## src/rtl/vgg_pkg.sv

```systemverilog
// rtl/vgg_pkg.sv - shared sample format and sizing helpers for the VGG datapath
package vgg_pkg;

    // Width of a MAC result sample, signed two's complement.
    localparam int DATA_W = 16;

    // Pooling window edge; the unit implements 2x2 windows with stride 2.
    localparam int POOL_K = 2;

    typedef logic signed [DATA_W-1:0] sample_t;

    // Counter/address width for n distinct values, never narrower than one bit.
    function automatic int cnt_w(input int n);
        return (n <= 2) ? 1 : $clog2(n);
    endfunction

    // Rectify a default-width sample: negative values clamp to zero.
    function automatic sample_t relu(input sample_t x);
        return x[DATA_W-1] ? '0 : x;
    endfunction

endpackage

```

## src/rtl/pool_line_buf.sv

```systemverilog
// rtl/pool_line_buf.sv - one-write one-read line buffer with registered read data
module pool_line_buf #(
    parameter int DATA_W = 16,
    parameter int DEPTH  = 112,
    parameter int ADDR_W = 7
) (
    input  logic              clk,
    input  logic              wr_en,
    input  logic [ADDR_W-1:0] wr_addr,
    input  logic [DATA_W-1:0] wr_data,
    input  logic              rd_en,
    input  logic [ADDR_W-1:0] rd_addr,
    output logic [DATA_W-1:0] rd_data
);

    // No reset on the array or read register so the buffer maps onto block RAM.
    logic [DATA_W-1:0] mem [DEPTH];

    // Write port: one horizontal maximum per even-row window.
    always_ff @(posedge clk) begin
        if (wr_en) begin
            mem[wr_addr] <= wr_data;
        end
    end

    // Read port: data stays valid until the next read is issued, so gaps are harmless.
    always_ff @(posedge clk) begin
        if (rd_en) begin
            rd_data <= mem[rd_addr];
        end
    end

endmodule

```

## src/rtl/pool_relu_unit.sv

```systemverilog
// rtl/pool_relu_unit.sv - streaming ReLU followed by 2x2 stride-2 max pooling
module pool_relu_unit #(
    parameter int DATA_W = vgg_pkg::DATA_W,
    parameter int IMG_W  = 224,
    parameter int IMG_H  = 224
) (
    input  logic              clk,
    input  logic              rst_n,
    input  logic              clr,
    input  logic              in_valid,
    input  logic [DATA_W-1:0] in_data,
    output logic              out_valid,
    output logic [DATA_W-1:0] out_data,
    output logic              frame_done
);

    localparam int COL_W    = vgg_pkg::cnt_w(IMG_W);
    localparam int ROW_W    = vgg_pkg::cnt_w(IMG_H);
    localparam int LB_DEPTH = IMG_W / vgg_pkg::POOL_K;
    localparam int LB_AW    = vgg_pkg::cnt_w(LB_DEPTH);

    logic [COL_W-1:0] col;
    logic [ROW_W-1:0] row;

    logic beat;
    logic col_odd;
    logic row_odd;
    logic col_last;
    logic row_last;

    logic signed [DATA_W-1:0] relu_data;
    logic signed [DATA_W-1:0] hold_q;
    logic signed [DATA_W-1:0] hmax;
    logic signed [DATA_W-1:0] vmax;
    logic signed [DATA_W-1:0] out_q;

    logic [DATA_W-1:0] lb_rd_raw;
    logic signed [DATA_W-1:0] lb_rd_data;
    logic [LB_AW-1:0]  lb_addr;
    logic              lb_wr_en;
    logic              lb_rd_en;
    logic              out_fire;

    // clr wins over a coincident beat: that sample is discarded entirely.
    assign beat     = in_valid & ~clr;
    assign col_odd  = col[0];
    assign row_odd  = row[0];
    assign col_last = (col == COL_W'(IMG_W - 1));
    assign row_last = (row == ROW_W'(IMG_H - 1));

    assign relu_data = in_data[DATA_W-1] ? '0 : $signed(in_data);

    // Horizontal pair maximum, meaningful on the odd-column beat.
    assign hmax = (relu_data > hold_q) ? relu_data : hold_q;

    // Vertical maximum against the stored even-row pair maximum.
    assign lb_rd_data = $signed(lb_rd_raw);
    assign vmax       = (lb_rd_data > hmax) ? lb_rd_data : hmax;

    // Both ports share the pair index; write and read never occur on the same row.
    assign lb_addr  = LB_AW'(col >> 1);
    assign lb_wr_en = beat & ~row_odd &  col_odd;
    assign lb_rd_en = beat &  row_odd & ~col_odd;
    assign out_fire = beat &  row_odd &  col_odd;

    // Raster position, advancing only on accepted beats.
    always_ff @(posedge clk or negedge rst_n) begin
        if (!rst_n) begin
            col <= '0;
            row <= '0;
        end else if (clr) begin
            col <= '0;
            row <= '0;
        end else if (beat) begin
            if (col_last) begin
                col <= '0;
                row <= row_last ? '0 : row + ROW_W'(1);
            end else begin
                col <= col + COL_W'(1);
            end
        end
    end

    // Hold the even-column rectified sample until its odd-column partner arrives.
    always_ff @(posedge clk or negedge rst_n) begin
        if (!rst_n) begin
            hold_q <= '0;
        end else if (beat && !col_odd) begin
            hold_q <= relu_data;
        end
    end

    // Registered output stage; out_data keeps its last value between pulses.
    always_ff @(posedge clk or negedge rst_n) begin
        if (!rst_n) begin
            out_valid  <= 1'b0;
            frame_done <= 1'b0;
            out_q      <= '0;
        end else begin
            out_valid  <= out_fire;
            frame_done <= out_fire & row_last & col_last;
            if (out_fire) begin
                out_q <= vmax;
            end
        end
    end

    assign out_data = out_q;

    pool_line_buf #(
        .DATA_W (DATA_W),
        .DEPTH  (LB_DEPTH),
        .ADDR_W (LB_AW)
    ) u_line_buf (
        .clk     (clk),
        .wr_en   (lb_wr_en),
        .wr_addr (lb_addr),
        .wr_data (hmax),
        .rd_en   (lb_rd_en),
        .rd_addr (lb_addr),
        .rd_data (lb_rd_raw)
    );

endmodule

```

## config.mk

```make
export PLATFORM = sky130hd
export DESIGN_NAME = pool_relu_unit
export DESIGN_NICKNAME = d
export VERILOG_FILES = /design/src/rtl/vgg_pkg.sv /design/src/rtl/pool_line_buf.sv /design/src/rtl/pool_relu_unit.sv
export SDC_FILE = /design/constraint.sdc
export NUM_CORES = 2
export LEC_CHECK = 0
export CORE_UTILIZATION = 40
export CTS_CLUSTER_SIZE = 40
export DETAILED_ROUTE_END_ITERATION = 16
export GPL_ROUTABILITY_DRIVEN = 0
export PLACE_DENSITY = 0.62
export SETUP_SLACK_MARGIN = 0.5
export SLEW_MARGIN = 20
export SYNTH_ARGS = -nofsm -noshare
export SYNTH_HDL_FRONTEND = slang
export SYNTH_HIERARCHICAL = 1
export SYNTH_SLANG_ARGS = --single-unit
```

## constraint.sdc

```tcl
create_clock -name clk -period 16.19 [get_ports clk]
set_input_delay 2.4285 -clock clk [delete_from_list [all_inputs] [get_ports clk]]
set_output_delay 2.4285 -clock clk [all_outputs]
set_load 0.03 [all_outputs]
```

==> impl_results.md <==
- Status: finished, final reports clean
- Total power: 0.0104 W
- Pleak: 26.0 nW
- EDFF count, synth: 1,808
- Worst Path Max Fanout: 30
- Total track usage: 18.7%
- CTS-repair resized insts: 0
- Layout Cells excl Fill: 6,255
- Post-Syn Instances: 3,404
- Hold crit path type: register to register
- Final net count: 3,778
- Seq cells post-synth: 1,857
- Drt via density: 5.71
- Post-DR wirelength/cell: 27.6 um
- Total negative slack: 0 ns
- Final period utilization: 45.6%
- Final Skew: 0.0425 ns
- Synthesis Warnings: 6
- Peak supply drop: 0.0000774 V
- Largest net degree at the start of global routing: 124
- CTS tree: done
- Post-DRT Antenna Nets: 0
- Min cycle time layout: 7.38 ns
- Post-synthesis cell type count: 79
- Area grow syn2layout: 13.6%
- I/O Buffers: 37
- DRC violations left: 0
- CP Class: input port to register
- Detailed Place HPWL: 104,000 um
- WL final: 172,000 um
- Synth area leaders: edfxtp_1, mux4_2, dfrtp_1, mux4_1, mux2i_1
- Fin. Hold Viols: 0
- Ports: 38
- Slew Viols, Final: 0
- Setup crit end kind: register
- Top cell type's share of synthesized area: 74.5%
- Die Width: 429 um
- Max_slew headroom: 19.6%
- Iter 0 DRT Violations: 3,712
- Hold Buf Count CTS: 0
- Post-Synthesis Cell Area: 72,900 um2
- Std-Cell Rows: 156
- Post-CTS Setup Bufs: 0
- Die Y-Extent: 429 um
- CTS H-tree lvls: 4
- Syn Area/Cell: 21.4 um2
- CP arrival: 8.09 ns
- Post-synthesis sequential area ratio: 76.2%
- Slew @ Worst Pin: 1.19 ns
- Clock root cell: clkbuf_16
- Clock Tree Buf Depth: 3
- Layout cell share with drive strength beyond 1: 23.6%
- Initial Util: 40.3%
- Pwr Density: 125 nW/um2
- Initial antenna violation count: 4
- Die area: 184,000 um2
- Async SR Flop Fraction: 2.64%
- Clk_lat worst skew: 0.84 ns
- Total global routing overflow: 0
- First-pass GRT wire length: 252,000 um
- Clock slew at reported path FFs: 0.06 ns
- Final setup fails: 0
- Dpl cells: 5,917
- Required time of the critical path: 16.91 ns
- Achievable clock frequency: 0.136 GHz
- Core area: 181,000 um2
- Yosys top cell by area: edfxtp_1
- Worst setup SP type: input port
- CTS buffer count: 182
- Drt pass-1 iters: 5
- RSZ-0062 raised after global routing: no
- Max_cap viols: 0
- Via count: 35,722
- Synth Flop Type: edfxtp_1
- CTS sink count: 1,857
- Number of global-route vias before repair: 35,290
cell families after synthesis:
group	Yosys count	synth area share [%]
compound gates	317	3.30
mux	539	15.1
fa+ha+maj	28	0.479
other cells	1	0.00514
xor+xnor	11	0.132
simple gates	431	2.86
buf+inv	220	1.92
flops	1857	76.2
worst paths after layout:
| path | startpoint | endpoint | slack (ns) | depth (start not counted) |
|---|---|---|---|---|
| max | in_data[15] | out_data[4]$_DFFE_PN0P_ | 8.81 | 17 |
| min | out_data[15]$_DFFE_PN0P_ | out_data[15]$_DFFE_PN0P_ | 0.50 | 1 |
| max reg2reg | col[1]$_DFFE_PN0P_ | u_line_buf/rd_data[15]$_DFFE_PP_ | 10.53 | 8 |
| min reg2reg | out_data[15]$_DFFE_PN0P_ | out_data[15]$_DFFE_PN0P_ | 0.50 | 1 |
| max in group asynchronous | rst_n | col[1]$_DFFE_PN0P_ | 13.99 | 2 |
| min in group asynchronous | rst_n | row[7]$_DFFE_PN0P_ | 1.72 | 2 |
cells in the final DEF, fill, tap and decap left out, types with 17 or more instances in the layout:
| cell type | n |
|---|---|
| inv_1 | 23 |
| clkinv_1 | 33 |
| bufinv_16 | 17 |
| mux2i_1 | 74 |
| clkbuf_16 | 187 |
| ha_1 | 27 |
| a221oi_1 | 41 |
| nand3_1 | 27 |
| mux4_2 | 391 |
| conb_1 | 112 |
| nor2_1 | 175 |
| nand2_1 | 69 |
| edfxtp_1 | 1808 |
| mux2_2 | 29 |
| o22ai_1 | 43 |
| clkinv_2 | 42 |
| clkbuf_1 | 40 |
| buf_4 | 172 |
| a21oi_1 | 23 |
| a22oi_1 | 56 |
| clkdlybuf4s50_1 | 36 |
| dfrtp_1 | 43 |
| o21ai_0 | 27 |
| nor3_1 | 22 |
| mux4_1 | 44 |
| nor2b_1 | 27 |
| a22o_1 | 50 |
power breakdown:
group	internal, W	leakage (nW)	switching [W]	total, W
Sequential	0.00555	17.1	0.0000112	0.00556
Combinational	0.000160	6.01	0.000487	0.000647
Clock	0.00240	2.87	0.00178	0.00418
Total	0.00811	26.0	0.00228	0.0104
metrics by stage:
step | hold WS, ns | setup WS, ns | instance area (um2) | utilization (%)
5_1_grt | 0.533 | 8.30 | 82800 | 45.8
3_5_place_dp | 0.496 | 7.71 | 76900 | 42.5
6_report | 0.497 | 8.81 | 82800 | 45.8
4_1_cts | 0.516 | 8.57 | 82800 | 45.8
3_3_place_gp | 0.492 | 7.72 | 76900 | 42.5
2_1_floorplan | 0.475 | 6.47 | 73300 | -
cell usage after synthesis, types with 28 or more instances:
| cell | count |
|---|---|
| nand2_1 | 69 |
| nor2_1 | 178 |
| o21ai_0 | 28 |
| mux4_2 | 391 |
| mux4_1 | 44 |
| mux2i_1 | 75 |
| a221oi_1 | 41 |
| dfrtp_1 | 49 |
| mux2_2 | 29 |
| edfxtp_1 | 1808 |
| a22oi_1 | 56 |
| nor2b_1 | 30 |
| inv_1 | 37 |
| buf_2 | 34 |
| clkbuf_1 | 78 |
| a22o_1 | 50 |
| o22ai_1 | 43 |
area by class of cell:
class / count / area, um2
Clock buffer: 229 / 4860
Sequential cell: 1857 / 55500
Multi-Input combinational cell: 1438 / 16500
Fill cell: 14890 / 98100
Timing Repair Buffer: 215 / 1750
Antenna cell: 1 / 2.50
Tap cell: 2370 / 2970
Clock inverter: 108 / 1030
Inverter: 37 / 166
critical path: stages:
cell and delay (ns):
clkdlybuf4s50_1 0.79, and2b_1 0.29, ha_1 0.31, nand3_1 0.10, or2_2 0.31, o221ai_1 0.31
a2111oi_2 0.12, nor3b_4 0.89, mux2i_1 0.55, ha_1 0.35, a21oi_1 0.14, nand2_1 0.07
a221oi_1 0.32, nor2_1 0.12, o21ai_4 0.61, nor3_1 0.11, a311oi_1 0.27
routing by layer:
layer	share of wire (%)	wire length (um)	GRT usage, %	vias up
li1	-	-	-	14899
met1	43	74800	27.3	19121
met2	47	81600	29.2	1452
met3	7.3	12600	3.44	248
met4	2.0	3440	4.78	2
met5	0.0075	13	0	-
sequential cells by signal, indices dropped and copies added (netlist names):
register	flops
u_line_buf/mem	1792
out_data	16
u_line_buf/rd_data	16
hold_q	15
col	8
row	8
frame_done	1
out_valid	1
(Power assumes the default switching activity.)
